<file path="src/rtl/vga_layer_compositor.sv">
// Two-stage pixel compositor: N rectangle channels, text overlay, floor, background,
// plus per-frame collision reporting against channel 0 and a damage-flash blink.
module vga_layer_compositor #(
  parameter int          N_OBJ        = 4,
  parameter logic [9:0]  FLOOR_Y      = 10'd315,
  parameter logic [23:0] BG_RGB       = 24'hFFFFFF,
  parameter logic [23:0] FLOOR_RGB    = 24'h808080,
  parameter logic [7:0]  FLASH_FRAMES = 8'd60,
  parameter int          BLINK_LOG2   = 2
) (
  input  logic                clk,
  input  logic                rst,
  input  logic [9:0]          x,
  input  logic [9:0]          y,
  input  logic                active_pixels,
  input  logic                frame_start,
  input  logic [10*N_OBJ-1:0] obj_x,
  input  logic [10*N_OBJ-1:0] obj_y,
  input  logic [10*N_OBJ-1:0] obj_w,
  input  logic [10*N_OBJ-1:0] obj_h,
  input  logic [24*N_OBJ-1:0] obj_rgb,
  input  logic [N_OBJ-1:0]    obj_en,
  input  logic                overlay_on,
  input  logic [23:0]         overlay_rgb,
  input  logic                hit_pulse,
  output logic [7:0]          VGA_R,
  output logic [7:0]          VGA_G,
  output logic [7:0]          VGA_B,
  output logic                pix_valid,
  output logic [N_OBJ-1:0]    collide_mask,
  output logic                flashing
);

  logic [N_OBJ-1:0] hit_d, hit_q;
  logic             active_d, active_q;
  logic             ovl_on_d, ovl_on_q;
  logic [23:0]      ovl_rgb_d, ovl_rgb_q;
  logic             floor_d, floor_q;
  logic [23:0]      rgb0_d, rgb0_q;
  logic [23:0]      rgb_lo_d, rgb_lo_q;
  logic             any_lo_d, any_lo_q;

  logic [23:0]      rgb_d, rgb_q;
  logic             pix_valid_d, pix_valid_q;
  logic [N_OBJ-1:0] acc_d, acc_q;
  logic [N_OBJ-1:0] collide_d, collide_q;
  logic [7:0]       flash_cnt_d, flash_cnt_q;
  logic             flashing_d, flashing_q;

  logic [N_OBJ-1:0] coll;
  logic             vis0;

  // 11-bit bounds so right/bottom edges past 1023 never wrap to 0
  for (genvar k = 0; k < N_OBJ; k++) begin : g_hit
    logic [10:0] x0, x1, y0, y1;
    logic [10:0] px, py;
    assign px = {1'b0, x};
    assign py = {1'b0, y};
    assign x0 = {1'b0, obj_x[10*k +: 10]};
    assign y0 = {1'b0, obj_y[10*k +: 10]};
    assign x1 = x0 + {1'b0, obj_w[10*k +: 10]};
    assign y1 = y0 + {1'b0, obj_h[10*k +: 10]};
    assign hit_d[k] = obj_en[k] &&
                      (px >= x0) && (px < x1) &&
                      (py >= y0) && (py < y1);
  end

  always_comb begin
    rgb_lo_d = '0;
    any_lo_d = 1'b0;
    for (int k = N_OBJ - 1; k >= 1; k--) begin
      if (hit_d[k]) begin
        rgb_lo_d = obj_rgb[24*k +: 24];
        any_lo_d = 1'b1;
      end
    end
  end

  always_comb begin
    active_d  = active_pixels;
    ovl_on_d  = overlay_on;
    ovl_rgb_d = overlay_rgb;
    floor_d   = (y > FLOOR_Y);
    rgb0_d    = obj_rgb[23:0];
  end

  always_ff @(posedge clk or negedge rst) begin
    if (!rst) begin
      hit_q     <= '0;
      active_q  <= 1'b0;
      ovl_on_q  <= 1'b0;
      ovl_rgb_q <= '0;
      floor_q   <= 1'b0;
      rgb0_q    <= '0;
      rgb_lo_q  <= '0;
      any_lo_q  <= 1'b0;
    end else begin
      hit_q     <= hit_d;
      active_q  <= active_d;
      ovl_on_q  <= ovl_on_d;
      ovl_rgb_q <= ovl_rgb_d;
      floor_q   <= floor_d;
      rgb0_q    <= rgb0_d;
      rgb_lo_q  <= rgb_lo_d;
      any_lo_q  <= any_lo_d;
    end
  end

  // Player blinks off while the selected flash-counter bit is set
  assign vis0 = hit_q[0] && !(flashing_q && flash_cnt_q[BLINK_LOG2]);

  always_comb begin
    pix_valid_d = active_q;
    if (!active_q) begin
      rgb_d = '0;
    end else if (ovl_on_q) begin
      rgb_d = ovl_rgb_q;
    end else if (vis0) begin
      rgb_d = rgb0_q;
    end else if (any_lo_q) begin
      rgb_d = rgb_lo_q;
    end else if (floor_q) begin
      rgb_d = FLOOR_RGB;
    end else begin
      rgb_d = BG_RGB;
    end
  end

  // Raw hit is used so a blinked-off player still collides
  always_comb begin
    coll    = '0;
    if (active_q && hit_q[0]) begin
      coll    = hit_q;
      coll[0] = 1'b0;
    end
    collide_d = collide_q;
    acc_d     = acc_q | coll;
    if (frame_start) begin
      collide_d = acc_q;
      acc_d     = coll;
    end
  end

  always_comb begin
    flash_cnt_d = flash_cnt_q;
    if (hit_pulse) begin
      flash_cnt_d = FLASH_FRAMES;
    end else if (frame_start && (flash_cnt_q != 8'd0)) begin
      flash_cnt_d = flash_cnt_q - 8'd1;
    end
    flashing_d = (flash_cnt_d != 8'd0);
  end

  always_ff @(posedge clk or negedge rst) begin
    if (!rst) begin
      rgb_q       <= '0;
      pix_valid_q <= 1'b0;
      acc_q       <= '0;
      collide_q   <= '0;
      flash_cnt_q <= '0;
      flashing_q  <= 1'b0;
    end else begin
      rgb_q       <= rgb_d;
      pix_valid_q <= pix_valid_d;
      acc_q       <= acc_d;
      collide_q   <= collide_d;
      flash_cnt_q <= flash_cnt_d;
      flashing_q  <= flashing_d;
    end
  end

  assign VGA_R        = rgb_q[23:16];
  assign VGA_G        = rgb_q[15:8];
  assign VGA_B        = rgb_q[7:0];
  assign pix_valid    = pix_valid_q;
  assign collide_mask = collide_q;
  assign flashing     = flashing_q;

endmodule

</file>
<file path="config.mk">
export PLATFORM = sky130hd
export DESIGN_NAME = vga_layer_compositor
export DESIGN_NICKNAME = d
export VERILOG_FILES = /design/src/rtl/vga_layer_compositor.sv
export SDC_FILE = /design/constraint.sdc
export NUM_CORES = 1
export LEC_CHECK = 0
export BUFFER_PORTS_ARGS = -buffer_cell sky130_fd_sc_hd__buf_2
export CAP_MARGIN = 20
export CORE_ASPECT_RATIO = 0.9
export CORE_MARGIN = 5
export CORE_UTILIZATION = 30
export CTS_CLUSTER_SIZE = 8
export DETAILED_ROUTE_END_ITERATION = 8
export SLEW_MARGIN = 20
export SYNTH_ARGS = -nofsm -noshare
export SYNTH_HDL_FRONTEND = slang
export SYNTH_SLANG_ARGS = --single-unit
</file>
<file path="constraint.sdc">
create_clock -name clk -period 3.95 [get_ports clk]
set_input_delay 0.5925 -clock clk [delete_from_list [all_inputs] [get_ports clk]]
set_output_delay 0.5925 -clock clk [all_outputs]
set_load 0.02 [all_outputs]
</file>
==> impl_metrics.ini, run 1 <==
[critical_path]
worstPathArrival_ps = 3990
slowest_stage = o31ai_1
worstPathRequired_ps = 4270
critPathMaxStageDelay_ps = 290
critPathTopFamily = compound AO/OA/AOI/OAI gates
crit_path_start = obj_y[20]
rrSetupSlack_ps = 1290
worstSetupPathType = in2reg
cp-end-kind = flip-flop
cp.buffers_inverters = 5
r2r-start = flash_cnt_q[0]
critPathLaunchType = input pin
cp_num_cells = 22
r2r_cells = 8
crit_top_cell = a21oi_1
crit_fanout = 24
endpoint = rgb_lo_q[8]
path_cells = buf_2 -> ha_1 -> inv_1 -> fa_1 -> nor2b_1 -> o31ai_1 -> a21oi_1 -> or2_1 -> a21oi_1 -> xor2_1 -> ha_1 -> a21o_1 -> a21oi_1 -> o2111ai_1 -> nand2_1 -> a211o_1 -> nand4_1 -> buf_4 -> inv_2 -> buf_12 -> nand2_1 -> a31oi_1
r2r-end = flashing

[sta]
slew_headroom = 0.2701
clock.fmax_ghz = 0.2719
clock_skew_ps = 7.906
setup_violations = 0
rsz0062_at_grt = no
finalHoldViolations = 0
holdWs_ps = 281.4
worstMarginPinSlew_ps = 1095
maxSlewViolCount = 0
post-route-period-util = 0.9309
fin_setup_tns_ps = 0
min_period_ps = 3677

[global_routing]
track_usage = 0.1660
grt-ovfl-total = 0
grt_max_degree = 73
first_global_vias = 10690
antenna_found_initial = 18
grt_pass1_wl_mm = 53.87

[clock_network]
post_cts_resized = 0
cts_root_buffer = clkbuf_16
ctsHoldBuffers = 0
htreeDepth = 4
cts.sinks = 120
numCtsBuffers = 17
clock_latency_ps = 410
clock_path_buffers = 2
clk_pin_slew_ps = 60
post-cts-setup-buffers = 0
cts_tree = done

[final_layout]
design_area_um2 = 14040
final_core_util = 0.3891
area_growth_pct = 28.53
layout.nets = 2129
final_common_cell = buf_2
layout_common_cells = 337 x buf_2, 234 x ha_1, 129 x a21oi_1, 120 x dfrtp_1, 103 x inv_1
drive_gt1_frac = 0.2591

[power]
vdd_drop_max_v = 0.0002453
clkPwrFrac = 0.361
finalPower_w = 0.004464
power.share.sequential = 0.307
p_int_w = 0.003039
sw_frac_of_total = 0.3192
p_leak_nw = 7.363
power_density_nw_per_um2 = 317.9
p_switching_w = 0.001425
p_comb_frac = 0.332

[place]
placed_cell_area_um2 = 13410
gp_congestion = 0.8800
post-dp-hpwl_mm = 28.62
port_buffers = 338

[floorplan]
die_w_um = 211.2
die_area_um2 = 40340
initial_utilization = 0.3028
core_um2 = 36090
chipHeight_um = 191.0
ios = 340
placementRows = 66

[synthesis]
yosysTopAreaCell = dfrtp_1
synthArstFlopShare = 1.000
synthFlopType = dfrtp_1
syn_area_um2 = 10930
synth.area.top_cells = dfrtp_1 27%, ha_1 27%, a21oi_1 5.9%, inv_1 3.5%, a21o_1 3.0%
synth.top_cell.area_share = 0.2749
ys_types = 60
syn-num-nets = 1770
synth.avg_cell_area_um2 = 8.970
ys_seq_elements = 120
yosysSeqAreaShare = 0.2749
synthCells = 1218
synth-edff-count = 0
synth_warnings = 0

[detailed_routing]
via_count = 10320
remaining_drc_errors = 0
viasPerCell = 4.986
avgRoutedWirePerCell_um = 16.73
dr.pass1.iters = 6
wirelength_mm = 34.62
drt_iter0_drc = 684
ant_nets = 0

[min_path]
hp-class = in2reg

[status]
run_status = finished clean

[run]
max-cap-violations = 0
-- area by class of cell --
class	count	area (um2)
Fill cell	3612	22040
Multi-Input combinational cell	963	7418
Sequential cell	120	3003
Timing Repair Buffer	371	2004
Tap cell	476	595.6
Clock buffer	19	452.9
Inverter	104	390.4
Clock inverter	13	170.2
Antenna cell	3	7.507
-- metal layers --
| layer | global-route usage | up-vias | wire [um] |
|---|---|---|---|
| met3 | 0.04956 | 70 | 2897 |
| met4 | 0.04737 | 28 | 643 |
| met2 | 0.2900 | 359 | 16450 |
| li1 | - | 5113 | - |
| met5 | 0 | - | 162 |
| met1 | 0.1978 | 4745 | 14470 |
-- cells in the mapped netlist (4+ instances only) --
library cell / n
o21a_1: 13
o21ai_0: 35
nor2b_1: 28
a21boi_1: 4
o21bai_1: 15
a21oi_1: 129
xor2_1: 34
o211ai_1: 12
a21o_1: 44
nand2b_1: 17
xnor2_1: 28
clkbuf_1: 21
nand3_1: 37
buf_1: 5
dfrtp_1: 120
o21ai_1: 36
a211oi_1: 34
or2_1: 4
nor2_1: 87
a211o_1: 6
inv_1: 103
ha_1: 234
nor3_1: 8
o31ai_1: 4
buf_2: 4
fa_1: 8
nand2_1: 61
o2111ai_1: 4
nand4_1: 5
a31oi_1: 28
-- power groups by stage --
stage	combinational (W)	sequential, W	clock [W]
after CTS	0.00151	0.00137	0.00164
final	0.00148	0.00137	0.00161
after floorplan	0.000939	0.00138	0
after global routing	0.00170	0.00138	0.00170
after global placement	0.00146	0.00139	0
after detailed placement	0.00150	0.00139	0
-- stage by stage --
| stage | worst slack [ps] | instances |
|---|---|---|
| after floorplan | 169.9 | 1218 |
| after global routing | 2.281 | 2068 |
| after CTS | 284.4 | 2066 |
| final | 272.8 | 2069 |
| after global placement | 3.183 | 2034 |
| after detailed placement | -127.5 | 2034 |
-- worst min path at each step --
| stage | from | depth (start not counted) | slack (ps) | to |
|---|---|---|---|---|
| 2_1_floorplan | rst | 0 | 300 | acc_q[1] |
| 3_3_place_gp | acc_q[1] | 1 | 470 | acc_q[1] |
| 3_5_place_dp | collide_mask[3] | 1 | 490 | collide_mask[3] |
| 4_1_cts | overlay_rgb[12] | 1 | 270 | ovl_rgb_q[12] |
| 5_1_grt | overlay_rgb[9] | 1 | 260 | ovl_rgb_q[9] |
| 6_report | overlay_rgb[15] | 1 | 280 | ovl_rgb_q[15] |
-- logic make-up (layout without fill, tap and decap cells) --
| group | after synthesis | in the layout | share of synthesized area |
|---|---|---|---|
| buf+inv | 135 | 507 | 0.04718 |
| xor+xnor | 62 | 62 | 0.04970 |
| mux | 4 | 4 | 0.004008 |
| compound gates | 384 | 384 | 0.2210 |
| other cells | 1 | 4 | 0.0003432 |
| simple gates | 270 | 270 | 0.1202 |
| flops | 120 | 120 | 0.2749 |
| fa+ha+maj | 242 | 242 | 0.2826 |
-- flip-flops by register name, indices dropped and copies added (netlist names) --
| register | count |
|---|---|
| collide_mask | 3 |
| active_q | 1 |
| pix_valid | 1 |
| rgb0_q | 24 |
| flash_cnt_q | 8 |
| any_lo_q | 1 |
| rgb_lo_q | 24 |
| ovl_rgb_q | 24 |
| hit_q | 4 |
| acc_q | 3 |
| flashing | 1 |
| ovl_on_q | 1 |
| floor_q | 1 |
| rgb_q | 24 |
No activity file was read; power rests on OpenSTA's default activity.
==> run 2, diff against run 1 <==
Settings changed: CTS_CLUSTER_SIZE 8 to 10, SETUP_SLACK_MARGIN set to 0.4.
Clock period 3.95 ns to 4.2 ns, I/O delays scaled along.
==> run 2 against run 1 <==
Effect of this change:
- cell count fell by 0.53%
- flip-flop and latch count did not move
- worst hold slack got worse by 12 ps
- routed wire length rose by 2.1%
- combinational power fell by 4%
- non-clock buffer count fell by 10
- register-to-register slack improved by 240 ps
- final area rose by 0.78%
- power fell by 4.9%
- sequential power fell by 7%
- critical path type unchanged
==> impl_metrics.ini, run 2 (synthesis results as in run 1) <==
[global_routing]
grt-ovfl-total = 0
antenna_found_initial = 15
track_usage = 0.1645
grt_max_degree = 59
grt_pass1_wl_mm = 53.47
first_global_vias = 10610

[final_layout]
design_area_um2 = 14150
drive_gt1_frac = 0.2685
layout.nets = 2119
final.fill_count = 3694
final_common_cell = buf_2
area_growth_pct = 29.52
layout_common_cells = 337 x buf_2, 232 x ha_1, 120 x dfrtp_1, 117 x a21oi_1, 102 x inv_1

[power]
p_leak_nw = 7.357
finalPower_w = 0.004246
sw_frac_of_total = 0.3139
power.share.sequential = 0.303
power_density_nw_per_um2 = 300.0
p_int_w = 0.002913
p_switching_w = 0.001333
p_comb_frac = 0.336
vdd_drop_max_v = 0.0001526
clkPwrFrac = 0.362

[detailed_routing]
dr.pass1.iters = 5
via_count = 10380
drt_iter0_drc = 688
viasPerCell = 5.042
ant_nets = 0
avgRoutedWirePerCell_um = 17.18
remaining_drc_errors = 0
wirelength_mm = 35.37

[sta]
worstMarginPinSlew_ps = 1009
slew_headroom = 0.3273
fin_ws_ps = 558.0
min_period_ps = 3642
post-route-period-util = 0.8671
clock.fmax_ghz = 0.2746
rsz0062_at_grt = yes
maxSlewViolCount = 0
fin_setup_tns_ps = 0
finalHoldViolations = 0
holdWs_ps = 269.9
setup_violations = 0
clock_skew_ps = 7.119

[run]
max-cap-violations = 0

[floorplan]
die_area_um2 = 40340
initial_utilization = 0.3028
ios = 340
die_w_um = 211.2
core_um2 = 36090
placementRows = 66
chipHeight_um = 191.0

[status]
run_status = finished clean

[clock_network]
clock_latency_ps = 420
clk_pin_slew_ps = 50
cts_tree = done
numCtsBuffers = 17
clock_path_buffers = 2
htreeDepth = 4
cts_root_buffer = clkbuf_16
cts.sinks = 120

[place]
post-dp-hpwl_mm = 28.93
gp_congestion = 0.8610
preCtsSetupSlack_ps = -183.7
port_buffers = 338
placed_cell_area_um2 = 13250

[critical_path]
slowest_stage = fa_1
worstPathArrival_ps = 3960
r2r-end = flashing
crit_fanout = 13
worstPathRequired_ps = 4520
critPathMaxStageDelay_ps = 430
rrSetupSlack_ps = 1530
critPathTopFamily = compound AO/OA/AOI/OAI gates
critPathLaunchType = input pin
cp-end-kind = flip-flop
r2r-start = flash_cnt_q[0]
r2r_cells = 8
path_cells = buf_2 -> ha_1 -> fa_1 -> a211oi_1 -> o21ai_0 -> ha_1 -> a21o_1 -> a21oi_1 -> o21ai_1 -> a21oi_1 -> o21ai_0 -> a311oi_4 -> buf_4 -> buf_12 -> nand3_1 -> a31oi_1
worstSetupPathType = in2reg
cp.buffers_inverters = 3

[min_path]
hp-class = in2async
==> run 2: worst reg2reg max path: cells and delay by family, from the launching register on <==
kind            cells  cell delay [ps]
compound gates      1              230
xor+xnor            1              170
fa+ha+maj           1              240
buf+inv             1               90
flops               1              450
simple gates        4             1360
==> run 2: worst max path at each step <==
stage                              end  startpoint  depth (start not counted)  slack (ps)
after floorplan           rgb_lo_q[10]   obj_x[30]                         15         410
after global placement     rgb_lo_q[2]   obj_y[11]                         18        -120
after detailed placement   rgb_lo_q[6]   obj_y[11]                         18        -180
after CTS                     any_lo_q   obj_y[11]                         18         400
after global routing      rgb_lo_q[14]   obj_y[30]                         16         390
final                     rgb_lo_q[14]   obj_y[30]                         16         560
==> run 2: metal layers <==
layer / GRT usage / vias up / wire, um
met2: 0.2932 / 331 / 17020
met1: 0.1933 / 4859 / 14510
met4: 0.04213 / 24 / 613
li1: - / 5101 / -
met3: 0.04890 / 61 / 3075
met5: 0 / - / 143
==> run 2: cell type report <==
class	count	area, um2	area share
multi-input cells	963	7521	0.5315
flip-flops and latches	120	3003	0.2122
repair buffers	361	1998	0.1412
well taps	476	595.6	0.04209
clock buffers	19	452.9	0.03201
inverters	104	397.9	0.02812
clock inverters	12	175.2	0.01238
diodes	3	7.507	0.0005305
==> run 2: power groups by stage <==
stage	Sequential, W	Combinational [W]	Clock, W
after floorplan	0.00130	0.000884	0
after global placement	0.00130	0.00133	0
after detailed placement	0.00130	0.00138	0
after CTS	0.00128	0.00139	0.00156
after global routing	0.00129	0.00164	0.00161
final	0.00128	0.00142	0.00154
==> run 2: per-stage QoR <==
step	std cells	util
2_1_floorplan	1218	-
3_3_place_gp	2016	0.3672
3_5_place_dp	2016	0.3672
4_1_cts	2047	0.3850
5_1_grt	2056	0.3920
6_report	2058	0.3921
==> run 2: what timing repair did <==
| action | 4_1_cts | 5_1_grt |
|---|---|---|
| gates cloned | 0 | 4 |
| pin swaps | 0 | 13 |
| resized for setup | 2 | 31 |
| setup buffers | 0 | 4 |
| endpoints found under the setup margin | 25 | 26 |
| hold buffers | 0 | 0 |
==> run 3, diff against run 2 <==
Settings changed: CORE_ASPECT_RATIO 0.9 to not set, CTS_CLUSTER_SIZE 10 to 24.
==> run 3 against run 2 <==
Effect of this change:
- die area is essentially flat
- count of clock-buffer cells in the layout down 1
- routed wire length increased by 0.19%
- via count down 0.70%
- clock skew is 5.4 ps higher
- critical path depth decreased by 1
- register-to-register slack better by 40 ps
- power decreased by 0.31%
- core utilization grew 0.053 points
- largest power group unchanged
- highest routed layer unchanged
==> impl_metrics.ini, run 3 (synthesis results as in run 1) <==
[sta]
setup_violations = 0
maxSlewViolCount = 0
fin_setup_tns_ps = 0
worstMarginPinSlew_ps = 1032
clock_skew_ps = 12.48
fin_ws_ps = 577.6
clock.fmax_ghz = 0.2761
finalHoldViolations = 0
min_period_ps = 3622
rsz0062_at_grt = no
post-route-period-util = 0.8625
slew_headroom = 0.3121

[clock_network]
cts.sinks = 120
clock_latency_ps = 410
cts_root_buffer = clkbuf_16
htreeDepth = 4
clock_path_buffers = 2
cts_tree = done
numCtsBuffers = 17
clk_pin_slew_ps = 60

[floorplan]
die_area_um2 = 40330
placementRows = 69
core_um2 = 35740
chipHeight_um = 200.8
initial_utilization = 0.3057
ios = 340
die_w_um = 200.8

[global_routing]
grt-ovfl-total = 0
grt_pass1_wl_mm = 55.18
antenna_found_initial = 26
track_usage = 0.1685
grt_max_degree = 68
first_global_vias = 10680

[power]
sw_frac_of_total = 0.3268
power.share.sequential = 0.304
p_int_w = 0.002849
p_comb_frac = 0.332
p_switching_w = 0.001383
power_density_nw_per_um2 = 301.6
clkPwrFrac = 0.364
vdd_drop_max_v = 0.0002221
p_leak_nw = 7.314

[critical_path]
cp-end-kind = flip-flop
worstPathRequired_ps = 4520
worstSetupPathType = in2reg
critPathLaunchType = input pin
crit_fanout = 26
worstPathArrival_ps = 3950

[detailed_routing]
ant_nets = 0
drt_iter0_drc = 332
dr.pass1.iters = 5
wirelength_mm = 35.43
viasPerCell = 5.033
via_count = 10300
remaining_drc_errors = 0
avgRoutedWirePerCell_um = 17.31

[final_layout]
drive_gt1_frac = 0.2597
stdcell_count = 2047
final_core_util = 0.3927
final_common_cell = buf_2
final.fill_count = 3645
layout.nets = 2114
layout_common_cells = 337 x buf_2, 233 x ha_1, 122 x a21oi_1, 120 x dfrtp_1, 103 x inv_1
area_growth_pct = 28.46
design_area_um2 = 14030

[place]
port_buffers = 338
preCtsSetupSlack_ps = -77.56
post-dp-hpwl_mm = 29.12
placed_cell_area_um2 = 13250
dpl.cell_count = 2000
gp_congestion = 0.8763

[status]
run_status = finished clean

[min_path]
hp-class = in2async

[run]
max-cap-violations = 0
-- run 3: cell count changes in the layout (fill, tap and decap cells not counted), moves of 3 or more --
cell,previous run,this run
diode_2,3,11
clkbuf_16,21,18
a21oi_1,117,122
a21oi_2,12,7
inv_6,0,8
clkinv_2,3,0
-- run 3: final cells by class --
cell class / instances / area [um2] / share of cell area
multi-input combinational: 963 / 7483 / 0.5332
sequential: 120 / 3003 / 0.2140
timing repair buffer: 356 / 1926 / 0.1372
tap: 461 / 576.8 / 0.04110
clock buffer: 18 / 439.2 / 0.03129
inverter: 104 / 395.4 / 0.02817
clock inverter: 14 / 183.9 / 0.01311
antenna: 11 / 27.53 / 0.001961
-- run 3: critical path, stage by stage --
cell	delay [ps]
buf_2	110
ha_1	230
fa_1	430
a211oi_1	360
o21ai_1	180
a21oi_1	180
xor2_1	170
ha_1	270
a21o_1	160
a21oi_1	130
o21ai_0	170
a311oi_4	380
buf_12	230
nand3_1	110
a31oi_1	180
-- run 3: worst paths after layout --
path / depth (start not counted) / slack, ps / to / startpoint
min in group clk: 1 / 320 / ovl_rgb_q[17] / overlay_rgb[17]
hold reg to reg: 1 / 490 / acc_q[2] / acc_q[2]
setup reg to reg: 8 / 1570 / flashing / flash_cnt_q[0]
max in group asynchronous: 2 / 3130 / hit_q[1] / rst
setup / recovery: 15 / 580 / rgb_lo_q[2] / obj_y[30]
hold / removal: 1 / 260 / ovl_rgb_q[16] / rst
-- run 3: power groups by stage --
stage	sequential, W	clock, W	combinational [W]
after detailed placement	0.00131	0	0.00138
after floorplan	0.00130	0	0.000884
after CTS	0.00129	0.00157	0.00139
after global placement	0.00131	0	0.00134
final	0.00129	0.00154	0.00140
after global routing	0.00129	0.00163	0.00160
-- run 3: per-layer routing --
layer,routed length [um],up-vias,track usage,part of all wire
met5,195,-,0,0.0055
met4,590,32,0.04081,0.017
met3,2829,64,0.05735,0.080
met2,17360,336,0.3030,0.49
met1,14460,4774,0.1928,0.41
li1,-,5097,-,-
-- run 3: what timing repair did --
item / in CTS / in global routing
cloned: 0 / 1
buffers inserted: 0 / 3
endpoints found under the setup margin: 24 / 26
hold buffers: 0 / 0
pin swaps: 0 / 4
gates resized for setup: 1 / 18
-- run 3: metrics by stage --
stage,hold WS (ps),power [W]
final,259.0,0.004233
after global routing,298.8,0.004526
after detailed placement,482.7,0.002686
after floorplan,334.4,0.002184
after global placement,471.5,0.002649
after CTS,281.3,0.004243
